`src/rtl/mem_access_unit.sv`:
```
// MEM-stage load/store initiator: byte-addressed lb/lbu/lh/lhu/lw/sb/sh/sw onto a word-only data memory.
// Optional MISALIGN_TRAP_EN: misaligned half/word accesses return resp_err instead of being force-aligned.
module mem_access_unit #(
  parameter int ADDR_BITS = 10
) (
  input  logic        clk,
  input  logic        reset,
  input  logic        req_valid,
  input  logic        req_write,
  input  logic [1:0]  req_size,
  input  logic        req_unsigned,
  input  logic [31:0] req_addr,
  input  logic [31:0] req_wdata,
  output logic        resp_valid,
  output logic        resp_err,
  output logic [31:0] load_data,
  output logic        busy,
  output logic        mem_read,
  output logic        mem_write,
  output logic [31:0] mem_address,
  output logic [31:0] mem_write_data,
  input  logic [31:0] mem_read_data,
  output logic [2:0]  state_dbg
);

  // Handshake: the request is sampled only on an edge where state is IDLE and
  // req_valid=1; fields must stay stable until resp_valid, which pulses for one cycle.

  typedef enum logic [2:0] {IDLE, RD, MERGE, WR, RESP} state_t;

  state_t                 state, state_d;
  logic                   write_q;
  logic [1:0]             size_q;
  logic                   uns_q;
  logic [1:0]             off_q;
  logic [ADDR_BITS-1:0]   idx_q;
  logic [15:0]            wdata_q;
  logic                   err_q;
  logic [31:0]            word_q;

  logic                   req_err;
  logic [1:0]             req_off;
  logic [31:0]            merged;
  logic [31:0]            extracted;
  logic [7:0]             lane_b;
  logic [15:0]            lane_h;
  logic                   unused_addr_bits;

  assign unused_addr_bits = ^req_addr[31:ADDR_BITS+2];

  always_comb begin
    req_err = (req_size == 2'b11);
    req_off = req_addr[1:0];
`ifdef MISALIGN_TRAP_EN
    if ((req_size == 2'b01 && req_addr[0]) || (req_size == 2'b10 && req_addr[1:0] != 2'b00))
      req_err = 1'b1;
`else
    if (req_size == 2'b01) req_off[0] = 1'b0;
    if (req_size == 2'b10) req_off    = 2'b00;
`endif
  end

  always_comb begin
    lane_b = mem_read_data[{off_q, 3'b000} +: 8];
    lane_h = mem_read_data[{off_q[1], 4'b0000} +: 16];
    case (size_q)
      2'b00:   extracted = uns_q ? {24'b0, lane_b} : {{24{lane_b[7]}}, lane_b};
      2'b01:   extracted = uns_q ? {16'b0, lane_h} : {{16{lane_h[15]}}, lane_h};
      default: extracted = mem_read_data;
    endcase
  end

  always_comb begin
    merged = word_q;
    if (size_q == 2'b00) merged[{off_q, 3'b000} +: 8]     = wdata_q[7:0];
    else                 merged[{off_q[1], 4'b0000} +: 16] = wdata_q;
  end

  always_comb begin
    state_d = state;
    case (state)
      IDLE: if (req_valid) begin
        if (req_err)                             state_d = RESP;
        else if (req_write && req_size == 2'b10) state_d = WR;
        else                                     state_d = RD;
      end
      RD:      state_d = write_q ? MERGE : RESP;
      MERGE:   state_d = WR;
      WR:      state_d = RESP;
      RESP:    state_d = IDLE;
      default: state_d = IDLE;
    endcase
  end

  always_ff @(posedge clk or posedge reset) begin
    if (reset) begin
      state     <= IDLE;
      write_q   <= 1'b0;
      size_q    <= 2'b00;
      uns_q     <= 1'b0;
      off_q     <= 2'b00;
      idx_q     <= '0;
      wdata_q   <= 16'h0;
      err_q     <= 1'b0;
      word_q    <= 32'h0;
      load_data <= 32'h0;
    end else begin
      state <= state_d;
      case (state)
        IDLE: if (req_valid) begin
          write_q <= req_write;
          size_q  <= req_size;
          uns_q   <= req_unsigned;
          off_q   <= req_off;
          idx_q   <= req_addr[ADDR_BITS+1:2];
          wdata_q <= req_wdata[15:0];
          err_q   <= req_err;
          word_q  <= req_wdata;
        end
        RD: begin
          word_q <= mem_read_data;
          if (!write_q) load_data <= extracted;
        end
        MERGE:   word_q <= merged;
        default: ;
      endcase
    end
  end

  assign busy           = (state != IDLE);
  assign mem_read       = (state == RD);
  assign mem_write      = (state == WR);
  assign mem_write_data = (state == WR) ? word_q : 32'h0;
  assign mem_address    = {{(32-ADDR_BITS){1'b0}}, idx_q};
  assign resp_valid     = (state == RESP);
  assign resp_err       = (state == RESP) && err_q;
  assign state_dbg      = state;

endmodule

```
`config.mk`:
```
export PLATFORM = sky130hd
export DESIGN_NAME = mem_access_unit
export DESIGN_NICKNAME = d
export VERILOG_FILES = /design/src/rtl/mem_access_unit.sv
export SDC_FILE = /design/constraint.sdc
export NUM_CORES = 1
export LEC_CHECK = 0
export ABC_AREA = 1
export CAP_MARGIN = 0
export CELL_PAD_IN_SITES_DETAIL_PLACEMENT = 1
export CELL_PAD_IN_SITES_GLOBAL_PLACEMENT = 1
export CORE_UTILIZATION = 35
export CTS_BUF_LIST = sky130_fd_sc_hd__clkbuf_8
export DETAILED_ROUTE_END_ITERATION = 6
export PLACE_DENSITY = 0.86
export SLEW_MARGIN = 0
export SYNTH_ARGS = -nofsm -noshare
export SYNTH_HDL_FRONTEND = slang
export SYNTH_SLANG_ARGS = --single-unit
```
`constraint.sdc`:
```
create_clock -name clk -period 9.1 [get_ports clk]
set_input_delay 2.275 -clock clk [delete_from_list [all_inputs] [get_ports clk]]
set_output_delay 2.275 -clock clk [all_outputs]
set_load 0.05 [all_outputs]
```
==> results.yml, run 1 <==
clock_tree:
  post_cts_resize_count: 0
  clk_pin_slew_ns: 0.11
  cts_num_sinks: 100
  clk_path_buf_depth: 2
  clock_latency_ns: 0.41
  cts-root-buf: "clkbuf_8"
  ctsHoldBuffers: 0
  cts_tree: "yes"
  cts_buffers: 9
  htreeDepth: 3
  cts_setup_buffers: 0
worst_setup_path:
  critical_path_class: "flip-flop to primary output"
  start_kind: "flip-flop"
  crit_required_ns: 6.83
  cp_data_arrival_time_ns: 2.86
  crit_family: "buffers and inverters"
  crit_path_end_kind: "primary output"
  max_stage_delay_ns: 0.92
  critPathBufInv: 3
  worst-path-max-fanout: 35
  crit_chain: "inv_1 > nand3_4 > inv_2 > clkdlybuf4s50_1"
  worst_path_max_delay_cell: "clkdlybuf4s50_1"
floorplanning:
  row_count: 50
  initial_core_util_pct: 36.0
  fp.dieW_um: 141
  coreArea_um2: 18800
  die_area_um2: 19900
  die_y_um: 141
  pin_count: 207
sta:
  final.setup_skew_ns: 0.0156
  timing.slew.headroom_pct: 43.8
  setup_violations: 0
  min_period_ns: 5.14
  tightest_slew_ns: 0.841
  rsz0062_at_grt: "false"
  tns_ns: 0
  max_freq_mhz: 195
  hold_violations: 0
  slew_violations: 0
  post-route-period-util_pct: 56.5
drt:
  drtIter0Drc: 384
  wl_per_cell_um: 17.5
  viasPerCell: 5.02
  firstDrtPassIters: 5
  ant_nets: 0
  dr_total_vias: 7349
  drc_errors: 0
  wl_mm: 25.7
logic_synthesis:
  synth.avg_cell_area_um2: 6.28
  yosys_warnings: 0
  yosysSeqAreaShare_pct: 36.9
  ys_types: 30
  ys_seq_elements: 100
  synthesis.area_um2: 6770
  syn-instance-count: 1078
power_and_ir_drop:
  clock_power_share_pct: 8.6
  ir_drop_v: 0.000194
  p_sw_share_pct: 57.6
  p_per_area_nw_per_um2: 388
  finalPower_mw: 3.33
  p_int_mw: 1.41
  power.leakage_nw: 4.17
  p_sw_mw: 1.92
  power_frac_seq_pct: 26.3
  combPwrFrac_pct: 65.1
grt:
  antenna_found_initial: 0
  grt_first_pass_wirelength_mm: 40.9
  grt_usage_pct: 26.5
  grt_max_degree: 69
  overflow: 0
  grt_pass1_vias: 7410
final_layout:
  layout_commonest_cell: "nand2_1"
  final_cell_mix: "nand2_1, nor2_1, clkdlybuf4s50_1"
  n_antenna_cell: 0
  synthToLayoutAreaGrowth_pct: 26.8
  drive_gt1_share_pct: 3.40
  num-nets-final: 1308
job:
  max-cap-violations: 0
place:
  port_buffers: 164
  dp_hpwl_mm: 18.3
  gp_congestion: 0.822
hold_path:
  hold_path.class: "flip-flop to flip-flop"
run_status:
  status: "completed"
## power by group through the flow
| stage | Combinational, mW | Sequential (mW) | Clock (mW) |
|---|---|---|---|
| floorplan | 1.24 | 1.15 | 0 |
| global placement | 2.09 | 0.869 | 0 |
| detailed placement | 2.15 | 0.877 | 0 |
| CTS | 2.17 | 0.871 | 0.290 |
| global route | 2.38 | 0.900 | 0.307 |
| finish | 2.17 | 0.874 | 0.287 |
## kinds of logic (layout without fill, tap and decap cells)
logic type / count (synthesis) / in the layout / share of synthesized area [%]
flip-flops: 100 / 100 / 36.9
other: 1 / 22 / 0.0554
adder cells (fa/ha/maj): 5 / 5 / 0.924
buffers and inverters: 178 / 284 / 12.4
AND/OR/NAND/NOR: 668 / 668 / 40.3
AO/OA/AOI/OAI: 126 / 126 / 9.42
## final timing paths
path / cells past startpoint / to / slack [ns] / startpoint
worst max-delay path: 4 / mem_read / 3.96 / state_dbg[2]
worst min-delay path: 2 / idx_q[9] / 0.49 / idx_q[9]
worst max register to register: 6 / load_data[28] / 6.32 / state_dbg[2]
worst min register to register: 2 / idx_q[9] / 0.49 / idx_q[9]
max in group asynchronous: 3 / word_q[23] / 5.59 / reset
min in group asynchronous: 2 / write_q / 2.27 / reset
## cells in the mapped netlist
master / n / area share [%]
inv_1: 87 / 4.8
buf_1: 4 / 0.22
buf_6: 3 / 0.50
inv_4: 1 / 0.092
clkinv_1: 2 / 0.11
nand2_4: 1 / 0.17
nand2_2: 2 / 0.18
nor2_8: 1 / 0.30
nand3_1: 101 / 7.5
clkbuf_1: 15 / 0.83
a31oi_1: 1 / 0.092
nor2_4: 1 / 0.17
nand3_2: 1 / 0.15
o22a_1: 1 / 0.13
dfrtp_1: 100 / 37
conb_1: 1 / 0.055
o21ai_0: 43 / 3.2
nand3_4: 1 / 0.26
nand2_1: 379 / 21
buf_2: 34 / 2.5
nand4_1: 12 / 1.1
a21oi_1: 80 / 5.9
ha_1: 5 / 0.92
o31ai_1: 1 / 0.11
inv_2: 5 / 0.28
nor2_1: 165 / 9.1
nor3_1: 1 / 0.074
nor4_1: 1 / 0.092
nor2_2: 2 / 0.18
buf_4: 27 / 3.0
## worst min-delay path, delay by kind of cell (launching register included)
family | cells | cell delay, ns
simple gates | 2 | 0.11
flops | 1 | 0.36
## flip-flops by register name (all words and copies together) (netlist names)
signal     cells
wdata_q       16
uns_q          1
size_q         2
off_q          2
write_q        1
idx_q         10
word_q        32
err_q          1
load_data     32
state_dbg      3
## through the flow
step	hold slack [ns]	utilization, %	worst slack (ns)	cells	area [um^2]
2_1_floorplan	0.453	-	4.21	1099	6850
3_3_place_gp	0.463	44.7	4.44	1449	8410
3_5_place_dp	0.469	44.7	4.37	1449	8410
4_1_cts	0.497	45.6	3.92	1465	8580
5_1_grt	0.517	45.6	3.81	1465	8580
6_report	0.492	45.6	3.96	1465	8580
## routing by layer
metal	up-vias	share of wire (%)	track usage [%]
met1	3543	46	36.1
li1	3564	-	-
met5	-	0	0
met4	0	1.8	7.72
met2	210	48	44.0
met3	32	4.6	3.36
## cell type report
cell class,instances,area [um^2]
Clock buffer,9,124
Fill cell,2508,10200
Timing Repair Buffer,173,1710
Inverter,95,362
Sequential cell,100,2500
Multi-Input combinational cell,821,3510
Tap cell,260,325
Clock inverter,7,50.0
Power figures use the tool's default switching activity.
==> run 2: changes to the inputs <==
--- a/config.mk
+++ b/config.mk
@@ -9,10 +9,10 @@
 export CAP_MARGIN = 0
 export CELL_PAD_IN_SITES_DETAIL_PLACEMENT = 1
 export CELL_PAD_IN_SITES_GLOBAL_PLACEMENT = 1
-export CORE_UTILIZATION = 35
+export CORE_UTILIZATION = 33
 export CTS_BUF_LIST = sky130_fd_sc_hd__clkbuf_8
 export DETAILED_ROUTE_END_ITERATION = 6
-export PLACE_DENSITY = 0.86
+export PLACE_DENSITY = 0.82
 export SLEW_MARGIN = 0
 export SYNTH_ARGS = -nofsm -noshare
 export SYNTH_HDL_FRONTEND = slang
==> constraint.sdc (replaced) <==
create_clock -name clk -period 5.4 [get_ports clk]
set_input_delay 1.35 -clock clk [delete_from_list [all_inputs] [get_ports clk]]
set_output_delay 1.35 -clock clk [all_outputs]
set_load 0.05 [all_outputs]
==> results.yml, run 2 (synthesis gave the netlist of run 1 again) <==
place:
  place_area_um2: 8430
  port_buffers: 164
  gp_congestion: 0.835
  dp_hpwl_mm: 18.9
final_layout:
  final_cell_mix: "nand2_1, nor2_1, clkdlybuf4s50_1"
  num-nets-final: 1309
  post-route-cell-area_um2: 8660
  drive_gt1_share_pct: 3.57
  n_antenna_cell: 0
  reg.largest.list: "load_data x32, word_q x32, wdata_q x16"
  synthToLayoutAreaGrowth_pct: 27.9
  fin_util_pct: 42.9
  layout_commonest_cell: "nand2_1"
sta:
  final.setup_skew_ns: 0.0158
  timing.hold.ws_ns: 0.498
  rsz0062_at_grt: "false"
  timing.slew.headroom_pct: 44.9
  max_freq_mhz: 237
  slew_violations: 0
  setup_violations: 0
  tightest_slew_ns: 0.825
  post-route-period-util_pct: 78.3
  hold_violations: 0
  min_period_ns: 4.23
  tns_ns: 0
worst_setup_path:
  r2r-start: "state_dbg[1]"
  crit_required_ns: 4.05
  crit_path_end_kind: "primary output"
  r2r_slack_ns: 2.62
  ff2ff_path_depth: 6
  cp_data_arrival_time_ns: 2.88
  worst-path-max-fanout: 35
  regToRegEndpoint: "load_data[29]"
  start_kind: "flip-flop"
  critical_path_class: "flip-flop to primary output"
power_and_ir_drop:
  combPwrFrac_pct: 64.0
  clock_power_share_pct: 10.3
  p_int_mw: 2.48
  p_per_area_nw_per_um2: 663
  p_sw_mw: 3.26
  power_frac_seq_pct: 25.6
  power.leakage_nw: 4.21
  ir_drop_v: 0.000368
  p_sw_share_pct: 56.8
  finalPower_mw: 5.74
clock_tree:
  clock_latency_ns: 0.40
  cts_num_sinks: 100
  clk_pin_slew_ns: 0.11
  cts_buffers: 9
  cts_setup_buffers: 0
  ctsHoldBuffers: 0
  htreeDepth: 3
  post_cts_resize_count: 0
  cts_tree: "yes"
  cts-root-buf: "clkbuf_8"
  clk_path_buf_depth: 2
hold_path:
  min_from: "idx_q[8]"
  worstHoldEndpoint: "idx_q[8]"
  hold_path.class: "flip-flop to flip-flop"
  min_delay_path_depth: 2
floorplanning:
  initial_core_util_pct: 33.6
  die_y_um: 145
  die_area_um2: 21100
  pin_count: 207
  row_count: 52
  fp.dieW_um: 145
  coreArea_um2: 20200
drt:
  wl_per_cell_um: 17.8
  firstDrtPassIters: 4
  wl_mm: 26.3
  viasPerCell: 5.00
  dr_total_vias: 7384
  drtIter0Drc: 395
  ant_nets: 0
  drc_errors: 0
grt:
  grt_usage_pct: 25.1
  antenna_found_initial: 0
  grt_pass1_vias: 7470
  overflow: 0
  grt_max_degree: 69
  grt_first_pass_wirelength_mm: 41.6
job:
  max-cap-violations: 0
run_status:
  status: "completed"
run 2: cell type report:
cell class | count | area (um^2)
fill | 2696 | 11500
multi-input combinational | 821 | 3510
timing repair buffer | 174 | 1720
clock buffer | 9 | 124
clock inverter | 7 | 105
inverter | 95 | 362
tap | 270 | 338
sequential | 100 | 2500
run 2: critical path, stage by stage (launching register included):
cell             delay [ns]
dfrtp_1                0.49
inv_2                  0.12
nand3_4                0.37
inv_2                  0.57
clkdlybuf4s50_1        0.93
run 2: routing by layer:
metal	GRT usage (%)	share of wire, %	up-vias
li1	-	-	3561
met4	7.42	1.9	0
met5	0	0	-
met3	2.99	4.3	26
met1	33.7	46	3596
met2	42.3	48	201
run 2: per-stage QoR:
stage | setup slack (ns) | instances
global placement | 1.65 | 1460
floorplan | 1.43 | 1099
global route | 1.01 | 1476
detailed placement | 1.61 | 1460
CTS | 1.14 | 1476
finish | 1.17 | 1476
run 2: power by group through the flow:
stage | Combinational, mW | Sequential, mW | Clock, mW
2_1_floorplan | 2.09 | 1.94 | 0
3_3_place_gp | 3.55 | 1.47 | 0
3_5_place_dp | 3.65 | 1.48 | 0
4_1_cts | 3.68 | 1.47 | 0.601
5_1_grt | 4.03 | 1.52 | 0.624
6_report | 3.68 | 1.47 | 0.592
run 2: worst max-delay path by stage:
stage | startpoint | end | cells after the start
2_1_floorplan | reset | err_q | 1
3_3_place_gp | state_dbg[1] | mem_read | 4
3_5_place_dp | state_dbg[1] | mem_read | 4
4_1_cts | state_dbg[1] | mem_read | 4
5_1_grt | state_dbg[2] | mem_read | 4
6_report | state_dbg[1] | mem_read | 4
